<file path="config.mk">
export PLATFORM = sky130hd
export DESIGN_NAME = mc_control
export DESIGN_NICKNAME = d
export VERILOG_FILES = /design/src/rtl/alumux.sv /design/src/rtl/cmpmux.sv /design/src/rtl/marmux.sv /design/src/rtl/pcmux.sv /design/src/rtl/regfilemux.sv /design/src/rtl/rv32i_types.sv /design/src/rtl/mc_control.sv
export SDC_FILE = /design/constraint.sdc
export NUM_CORES = 1
export LEC_CHECK = 0
export BUFFER_PORTS_ARGS = -buffer_cell sky130_fd_sc_hd__buf_2
export CELL_PAD_IN_SITES_DETAIL_PLACEMENT = 0
export CELL_PAD_IN_SITES_GLOBAL_PLACEMENT = 1
export CORE_MARGIN = 10
export CORE_UTILIZATION = 25
export DETAILED_ROUTE_END_ITERATION = 10
export GPL_ROUTABILITY_DRIVEN = 1
export PLACE_DENSITY = 0.86
export SETUP_SLACK_MARGIN = 0.05
export SYNTH_ARGS = -nofsm -noshare
export SYNTH_HDL_FRONTEND = slang
export SYNTH_SLANG_ARGS = --single-unit
</file>
<file path="constraint.sdc">
create_clock -name clk -period 1.8 [get_ports clk]
set_clock_uncertainty 0.05 [all_clocks]
set_input_delay 0.54 -clock clk [delete_from_list [all_inputs] [get_ports clk]]
set_output_delay 0.54 -clock clk [all_outputs]
set_load 0.01 [all_outputs]
</file>
<file path="src/rtl/alumux.sv">
// ============================================================================
// alumux : ALU operand select encodings.
// Revision: 1.0
// ============================================================================
`default_nettype none

package alumux;
    typedef enum logic {
        rs1_out = 1'b0,
        pc_out  = 1'b1
    } alumux1_sel_t;

    typedef enum logic [2:0] {
        i_imm   = 3'b000,
        u_imm   = 3'b001,
        b_imm   = 3'b010,
        s_imm   = 3'b011,
        j_imm   = 3'b100,
        rs2_out = 3'b101
    } alumux2_sel_t;
endpackage : alumux

`default_nettype wire

</file>
<file path="src/rtl/cmpmux.sv">
// ============================================================================
// cmpmux : comparator second operand select encoding.
// Revision: 1.0
// ============================================================================
`default_nettype none

package cmpmux;
    typedef enum logic {
        rs2_out = 1'b0,
        i_imm   = 1'b1
    } cmpmux_sel_t;
endpackage : cmpmux

`default_nettype wire

</file>
<file path="src/rtl/marmux.sv">
// ============================================================================
// marmux : memory address register input select encoding.
// Revision: 1.0
// ============================================================================
`default_nettype none

package marmux;
    typedef enum logic {
        pc_out  = 1'b0,
        alu_out = 1'b1
    } marmux_sel_t;
endpackage : marmux

`default_nettype wire

</file>
<file path="src/rtl/pcmux.sv">
// ============================================================================
// pcmux : PC input select encoding.
// Revision: 1.0
// ============================================================================
`default_nettype none

package pcmux;
    typedef enum logic [1:0] {
        pc_plus4 = 2'b00,
        alu_out  = 2'b01,
        alu_mod2 = 2'b10
    } pcmux_sel_t;
endpackage : pcmux

`default_nettype wire

</file>
<file path="src/rtl/regfilemux.sv">
// ============================================================================
// regfilemux : register file write-data select encoding.
// Revision: 1.0
// ============================================================================
`default_nettype none

package regfilemux;
    typedef enum logic [3:0] {
        alu_out  = 4'd0,
        br_en    = 4'd1,
        u_imm    = 4'd2,
        lw       = 4'd3,
        pc_plus4 = 4'd4,
        lb       = 4'd5,
        lbu      = 4'd6,
        lh       = 4'd7,
        lhu      = 4'd8
    } regfilemux_sel_t;
endpackage : regfilemux

`default_nettype wire

</file>
<file path="src/rtl/rv32i_types.sv">
// ============================================================================
// rv32i_types : RV32I opcode/funct3 encodings, ALU ops and control FSM states.
// Revision: 1.0
// ============================================================================
`default_nettype none

package rv32i_types;
    typedef enum logic [6:0] {
        op_lui   = 7'b0110111,
        op_auipc = 7'b0010111,
        op_jal   = 7'b1101111,
        op_jalr  = 7'b1100111,
        op_br    = 7'b1100011,
        op_load  = 7'b0000011,
        op_store = 7'b0100011,
        op_imm   = 7'b0010011,
        op_reg   = 7'b0110011,
        op_csr   = 7'b1110011
    } rv32i_opcode;

    typedef enum logic [2:0] {
        beq  = 3'b000,
        bne  = 3'b001,
        blt  = 3'b100,
        bge  = 3'b101,
        bltu = 3'b110,
        bgeu = 3'b111
    } branch_funct3_t;

    typedef enum logic [2:0] {
        lb  = 3'b000,
        lh  = 3'b001,
        lw  = 3'b010,
        lbu = 3'b100,
        lhu = 3'b101
    } load_funct3_t;

    typedef enum logic [2:0] {
        sb = 3'b000,
        sh = 3'b001,
        sw = 3'b010
    } store_funct3_t;

    typedef enum logic [2:0] {
        add  = 3'b000,
        sll  = 3'b001,
        slt  = 3'b010,
        sltu = 3'b011,
        axor = 3'b100,
        sr   = 3'b101,
        aor  = 3'b110,
        aand = 3'b111
    } arith_funct3_t;

    typedef enum logic [2:0] {
        alu_add = 3'b000,
        alu_sll = 3'b001,
        alu_sra = 3'b010,
        alu_sub = 3'b011,
        alu_xor = 3'b100,
        alu_srl = 3'b101,
        alu_or  = 3'b110,
        alu_and = 3'b111
    } alu_ops;

    typedef enum logic [3:0] {
        FETCH1, FETCH2, FETCH3, DECODE,
        IMM, REG, LUI, AUIPC,
        BR, JAL, JALR, CALC_ADDR,
        LD1, LD2, ST1, ST2
    } mc_state_t;
endpackage : rv32i_types

`default_nettype wire

</file>
<file path="src/rtl/mc_control.sv">
// ============================================================================
// mc_control : multicycle RV32I control unit (Moore FSM driving datapath).
// Revision: 1.0
// ============================================================================
`default_nettype none

module mc_control
    import rv32i_types::*;
(
    input  logic                        clk,
    input  logic                        rst,
    input  logic [6:0]                  opcode,
    input  logic [2:0]                  funct3,
    input  logic [6:0]                  funct7,
    input  logic                        br_en,
    input  logic [1:0]                  addr_lo,
    input  logic                        mem_resp,
    output logic                        load_pc,
    output logic                        load_ir,
    output logic                        load_regfile,
    output logic                        load_mar,
    output logic                        load_mdr,
    output logic                        load_data_out,
    output pcmux::pcmux_sel_t           pcmux_sel,
    output alumux::alumux1_sel_t        alumux1_sel,
    output alumux::alumux2_sel_t        alumux2_sel,
    output regfilemux::regfilemux_sel_t regfilemux_sel,
    output marmux::marmux_sel_t         marmux_sel,
    output cmpmux::cmpmux_sel_t         cmpmux_sel,
    output alu_ops                      aluop,
    output branch_funct3_t              cmpop,
    output logic                        mem_read,
    output logic                        mem_write,
    output logic [3:0]                  mem_byte_enable
);

    mc_state_t state_q, state_d;

    logic w_unused_funct7;
    assign w_unused_funct7 = ^{funct7[6], funct7[4:0]};

    always_ff @(posedge clk or negedge rst) begin
        if (!rst) state_q <= FETCH1;
        else      state_q <= state_d;
    end

    always_comb begin
        state_d = state_q;
        case (state_q)
            FETCH1: state_d = FETCH2;
            FETCH2: if (mem_resp) state_d = FETCH3;
            FETCH3: state_d = DECODE;
            DECODE: begin
                case (opcode)
                    op_imm:   state_d = IMM;
                    op_reg:   state_d = REG;
                    op_lui:   state_d = LUI;
                    op_auipc: state_d = AUIPC;
                    op_br:    state_d = BR;
                    op_jal:   state_d = JAL;
                    op_jalr:  state_d = JALR;
                    op_load,
                    op_store: state_d = CALC_ADDR;
                    default:  state_d = FETCH1;
                endcase
            end
            CALC_ADDR: state_d = (opcode == op_store) ? ST1 : LD1;
            LD1:       if (mem_resp) state_d = LD2;
            ST1:       if (mem_resp) state_d = ST2;
            default:   state_d = FETCH1;
        endcase
    end

    always_comb begin
        load_pc         = 1'b0;
        load_ir         = 1'b0;
        load_regfile    = 1'b0;
        load_mar        = 1'b0;
        load_mdr        = 1'b0;
        load_data_out   = 1'b0;
        pcmux_sel       = pcmux::pc_plus4;
        alumux1_sel     = alumux::rs1_out;
        alumux2_sel     = alumux::i_imm;
        regfilemux_sel  = regfilemux::alu_out;
        marmux_sel      = marmux::pc_out;
        cmpmux_sel      = cmpmux::rs2_out;
        aluop           = alu_add;
        cmpop           = branch_funct3_t'(funct3);
        mem_read        = 1'b0;
        mem_write       = 1'b0;
        mem_byte_enable = 4'b1111;

        // Reset masks the FETCH1 decode so a held strobe drops with rst.
        if (rst) begin
            case (state_q)
                FETCH1: load_mar = 1'b1;
                FETCH2: begin
                    mem_read = 1'b1;
                    load_mdr = 1'b1;
                end
                FETCH3: load_ir = 1'b1;
                IMM: begin
                    load_regfile = 1'b1;
                    load_pc      = 1'b1;
                    case (funct3)
                        slt: begin
                            cmpop          = blt;
                            cmpmux_sel     = cmpmux::i_imm;
                            regfilemux_sel = regfilemux::br_en;
                        end
                        sltu: begin
                            cmpop          = bltu;
                            cmpmux_sel     = cmpmux::i_imm;
                            regfilemux_sel = regfilemux::br_en;
                        end
                        sr:      aluop = funct7[5] ? alu_sra : alu_srl;
                        default: aluop = alu_ops'(funct3);
                    endcase
                end
                REG: begin
                    load_regfile = 1'b1;
                    load_pc      = 1'b1;
                    alumux2_sel  = alumux::rs2_out;
                    case (funct3)
                        add: aluop = funct7[5] ? alu_sub : alu_add;
                        sr:  aluop = funct7[5] ? alu_sra : alu_srl;
                        slt: begin
                            cmpop          = blt;
                            regfilemux_sel = regfilemux::br_en;
                        end
                        sltu: begin
                            cmpop          = bltu;
                            regfilemux_sel = regfilemux::br_en;
                        end
                        default: aluop = alu_ops'(funct3);
                    endcase
                end
                LUI: begin
                    load_regfile   = 1'b1;
                    load_pc        = 1'b1;
                    regfilemux_sel = regfilemux::u_imm;
                end
                AUIPC: begin
                    load_regfile = 1'b1;
                    load_pc      = 1'b1;
                    alumux1_sel  = alumux::pc_out;
                    alumux2_sel  = alumux::u_imm;
                end
                BR: begin
                    load_pc     = 1'b1;
                    alumux1_sel = alumux::pc_out;
                    alumux2_sel = alumux::b_imm;
                    pcmux_sel   = br_en ? pcmux::alu_out : pcmux::pc_plus4;
                end
                JAL: begin
                    load_regfile   = 1'b1;
                    load_pc        = 1'b1;
                    regfilemux_sel = regfilemux::pc_plus4;
                    alumux1_sel    = alumux::pc_out;
                    alumux2_sel    = alumux::j_imm;
                    pcmux_sel      = pcmux::alu_out;
                end
                JALR: begin
                    load_regfile   = 1'b1;
                    load_pc        = 1'b1;
                    regfilemux_sel = regfilemux::pc_plus4;
                    pcmux_sel      = pcmux::alu_mod2;
                end
                CALC_ADDR: begin
                    load_mar   = 1'b1;
                    marmux_sel = marmux::alu_out;
                    if (opcode == op_store) begin
                        alumux2_sel   = alumux::s_imm;
                        load_data_out = 1'b1;
                    end
                end
                LD1: begin
                    mem_read = 1'b1;
                    load_mdr = 1'b1;
                end
                LD2: begin
                    load_regfile = 1'b1;
                    load_pc      = 1'b1;
                    case (funct3)
                        lb:      regfilemux_sel = regfilemux::lb;
                        lh:      regfilemux_sel = regfilemux::lh;
                        lbu:     regfilemux_sel = regfilemux::lbu;
                        lhu:     regfilemux_sel = regfilemux::lhu;
                        default: regfilemux_sel = regfilemux::lw;
                    endcase
                end
                ST1: begin
                    mem_write   = 1'b1;
                    alumux2_sel = alumux::s_imm;
                    // Misaligned sh simply loses the bits shifted past lane 3.
                    case (funct3)
                        sb:      mem_byte_enable = 4'b0001 << addr_lo;
                        sh:      mem_byte_enable = 4'b0011 << addr_lo;
                        default: mem_byte_enable = 4'b1111;
                    endcase
                end
                ST2: load_pc = 1'b1;
                default: ;
            endcase
        end
    end

endmodule : mc_control

`default_nettype wire

</file>
### Word level (Yosys, flattened, before mapping)

Index checks and enable logic that the tools add are counted.

* equal/unequal tests: 32
* magnitude comparators: 0
* add/subtract/negate cells: 0
* bitwise logic cells: 0
* div/mod/pow operators: 0
* multiplexer cells: 50
* reduce and logical (&&, ||, !) cells: 12
* multiply operators: 0
* shifts and indexed selects: 2

Operator list (number)
* 4-bit == test (second input constant): 8
* 4-bit one-hot mux with 4 select lines: 2
* 4-bit one-hot mux with 8 select lines: 1
* 4-bit one-hot mux with 7 select lines: 1
* 1-bit two-way mux: 24
* 4-bit two-way mux: 6
* 7-bit by 6-bit == test with 1-bit output (second input constant): 3
* 7-bit == test (second input constant): 3
* 3-bit one-hot mux with 2 select lines: 3
* 3-bit one-hot mux with 6 select lines: 1
* 4-bit by 3-bit == test with 1-bit output (second input constant): 4
* 3-bit two-way mux: 5
* 7-bit by 5-bit == test with 1-bit output (second input constant): 2
* 2-bit OR reduction: 6
* 3-bit one-hot mux with 3 select lines: 1
* 9-bit OR reduction: 1
* 4-bit by 2-bit == test with 1-bit output (second input constant): 2
* 2-bit two-way mux: 4
* 4-bit one-hot mux with 2 select lines: 1
* 7-bit by 2-bit == test with 1-bit output (second input constant): 1
* 7-bit OR reduction: 1
* 3-bit by 2-bit == test with 1-bit output (second input constant): 2
* 3-bit == test (second input constant): 2
* 2-bit inequality test (second input constant): 3
* other kinds (9): 9

* bits in read-only memories: 0
* logic and storage cells: 97
* memories: 0
* bits in latches: 0
* register bits after elaboration: 4
* bits in writable memories: 0

### Longest topological paths before layout

* word-level depth: 5
* gate-level depth with buffers: 6

### Least setup slack after synthesis

OpenSTA, ideal clock, no wires.

* path kind: input to output
* from: in funct3[1]
* to: out regfilemux_sel[0]
* cell stages on the path: 5
* arrival time: 1.466 ns
* path buffers: 1
* data required time: 1.210 ns
* setup slack: -0.256 ns
* cell sequence: buf_2 -> nand2b_1 -> nor2_1 -> a31oi_1 -> a2111oi_1

* longest elaborated chain between the ends: 5

RTL lines
* from (decl): RTL line mc_control.sv:13 `input logic [2:0] funct3,`
* 3-bit by 2-bit == test with 1-bit output: RTL line mc_control.sv:105, mc_control.sv:124
* 2-bit OR reduction (no line)
* 1-bit two-way mux: RTL line mc_control.sv:105, mc_control.sv:124
* 4-bit one-hot mux with 4 select lines (*): RTL line mc_control.sv:95 `case (state_q)`
* 4-bit two-way mux (*): RTL line mc_control.sv:94 `if (rst) begin`
* to (decl): RTL line mc_control.sv:27 `output regfilemux::regfilemux_sel_t regfilemux_sel,`

Every way passes the cells marked *; elsewhere a longest branch is shown, timed or not.

### Worst setup path in the final report

* from: reg state_q[1]
* to: out cmpop[0]

* longest elaborated chain between the ends: 4

RTL lines
* from (decl): RTL line mc_control.sv:37 `mc_state_t state_q, state_d;`
* from (signal assigned): RTL line mc_control.sv:44 `else state_q <= state_d;`
* 4-bit by 3-bit == test with 1-bit output: RTL line mc_control.sv:95
* 2-bit OR reduction (no line) (*)
* 3-bit two-way mux (*)
* 3-bit two-way mux (*): RTL line mc_control.sv:94
* to (decl): RTL line mc_control.sv:31 `output branch_funct3_t cmpop,`

Marks and branches as above.

==> results_dict.tcl <==
set metrics [dict create \
    status "complete, but fails checks" \
    violations "setup timing" \
    yosysSeqAreaShare_pct 11.7 \
    vias 1468 \
    post-synth-top-area-fraction_pct 11.7 \
    placed_area_um2 1520 \
    reg2reg_slack_ns 0.17 \
    core_um2 3340 \
    hold_viol_final 0 \
    dpl_worst_slack_ns -0.351 \
    p_leak_nw 0.972 \
    antenna_left 0 \
    crit_fanout 6 \
    fmax_mhz 450 \
    tightest_slew_ns 0.334 \
    clockBufferDepth 2 \
    dominantRegCellSynth "dfrtp_1" \
    synth_edf_count 0 \
    internal_power_uw 776 \
    synthesis.nets 154 \
    min_path_type "input port to async pin" \
    largest_reg_flops 4 \
    routedWlPerCell_um 16.3 \
    p_comb_share_pct 81.5 \
    period_needed_ns 2.22 \
    post-dp-hpwl_um 2940 \
    yosys_warnings 0 \
    final_nets 267 \
    grt_pass1_wl_um 6720 \
    highest_layer "met4" \
    clkSinkCount 4 \
    antennaDiodeCount 0 \
    switching_power_uw 604 \
    setup_viol 30 \
    syn_to_final_growth_pct 149 \
    reg.largest.list "state_q (4)" \
    slew_violations 0 \
    worstPathArrival_ns 1.63 \
    rows 21 \
    rsz0062_at_grt "yes" \
    p_seq_share_pct 9.9 \
    critPathRequiredTime_ns 1.21 \
    grt_max_degree 14 \
    drt_first_iter_violations 60 \
    routed-wl-met3_um 312 \
    h-tree-depth 1 \
    stdcell_area_um2 2140 \
    avgSynthCellArea_um2 6.55 \
    synth-seq-cells 4 \
    yosysMostFrequentCell "nor2_1" \
    routabilityCongestion 0.816 \
    critical_path_class "flip-flop to primary output" \
    die_x_um 78.6 \
    peakVddDrop_v 0.000326 \
    pwr-share-clk_pct 8.6 \
    swShare_pct 43.8 \
    wl_met1_um 1760 \
    clk_pin_slew_ns 0.04 \
    dr.pass1.iters 4 \
    grt_use_total_pct 12.9 \
    postCtsHoldBufs 0 \
    grt_antenna_before_repair 0 \
    cts_root_buf "clkbuf_4" \
    cts_tree "done" \
    portBuffers 46 \
    synth_cells 131 \
    syn_area_um2 858 \
    maxCapViolations 0 \
    grt_pass1_vias 1484 \
    worst_setup_path_end_kind "primary output" \
    yosys.area.top_type "dfrtp_1" \
    start_util_pct 25.7 \
    max-slew-margin-rel_pct 77.8 \
    ys_types 44 \
    async_flop_share_pct 100 \
    setup-tns-final_ns -8.29 \
    critPathLaunchType "flip-flop" \
    drc 0 \
    grt.overflow.total 0 \
    largest_register "state_q" \
    power-per-cell-area_nw_per_um2 645 \
    die_h_um 78.6 \
    fin_crit_sh_pct 124 \
    viasPerCell 5.10 \
    synthTopCellsByCount "nor2_1, nand2_1, o21ai_0" \
    numCtsBuffers 3 \
    wirelength_um 4690 \
    layout-drive-gt1-share_pct 71.1 \
    io_pins 53 \
    ys_top_cells_by_area "dfrtp_1, nor2_1, nand2b_1" \
    clock_latency_ns 0.25 \
    setup_slack_ns -0.424 \
    dieArea_um2 6180 \
    met2_length_um 2450 \
]
## critical path, cell delays in order (launching register included)
cell and delay [ns]:
dfrtp_1 0.40, buf_6 0.15, nand2b_4 0.17, or3_4 0.41, and2_4 0.15, buf_6 0.11
## power by group through the flow
stage | Combinational, mW | Clock (mW) | Sequential, mW
4_1_cts | 0.798 | 0.118 | 0.129
3_3_place_gp | 0.632 | 0 | 0.127
5_1_grt | 1.19 | 0.121 | 0.137
2_1_floorplan | 0.393 | 0 | 0.125
3_5_place_dp | 0.638 | 0 | 0.128
6_report | 1.12 | 0.118 | 0.137
## final cells by class
class	count	area, um2
clock buffer	3	22.5
fill	270	1200
inverter	2	10.0
multi-input combinational	114	995
sequential	4	101
tap	46	57.6
timing repair buffer	119	951
## cells in the final DEF (no fill, tap or decap), types with 3 or more instances in the layout
cell type	netlist	routed
buf_2	8	36
o21ai_0	10	5
clkbuf_4	0	3
a21oi_2	0	5
nand2_1	11	8
nand2b_1	9	5
nor2_4	0	6
o21ai_1	0	4
nand2b_4	1	5
a21oi_1	8	3
nor2_2	0	4
o32ai_1	4	4
nor2_1	22	12
buf_4	1	48
buf_6	2	32
a31oi_1	4	4
dfrtp_1	4	3
nand3_1	4	3
## routing by layer
layer | vias to the layer above | global-route usage (%)
met4 | 0 | 5.91
met5 | - | 0
met1 | 695 | 13.2
li1 | 705 | -
met3 | 12 | 2.62
met2 | 56 | 24.4
## final timing paths
check,from,to,cells after the start
max,state_q[1]$_DFFE_PN0P_,cmpop[0],5
min,rst,state_q[3]$_DFFE_PN0P_,2
max reg2reg,state_q[3]$_DFFE_PN0P_,state_q[1]$_DFFE_PN0P_,8
min reg2reg,state_q[2]$_DFFE_PN0P_,state_q[3]$_DFFE_PN0P_,3
max in group asynchronous,rst,state_q[2]$_DFFE_PN0P_,3
min in group clk,opcode[0],state_q[0]$_DFFE_PN0P_,4
## cells by family (layout without fill, tap and decap cells)
logic type / Yosys count / in the layout / synth area share, %
simple gates: 73 / 73 / 46.8
mux: 2 / 2 / 2.48
compound gates: 38 / 38 / 29.0
flops: 4 / 4 / 11.7
buf+inv: 13 / 124 / 9.04
xor+xnor: 1 / 1 / 1.02
## timing repair
item | 4_1_cts | 5_1_grt
setup buffers | 19 | 12
endpoints found under the hold margin | 0 | 0
endpoints found under the setup margin | 30 | 30
pin swaps | 20 | 18
resized for setup | 49 | 45
## through the flow
step	hold WS (ns)	utilization, %	instances	power (mW)
global placement	0.460	45.6	258	0.758
floorplan	0.194	-	131	0.518
global route	0.219	64.0	288	1.45
detailed placement	0.461	45.6	258	0.765
finish	0.214	64.0	288	1.38
CTS	0.205	55.5	277	1.04
(Power assumes the default switching activity.)
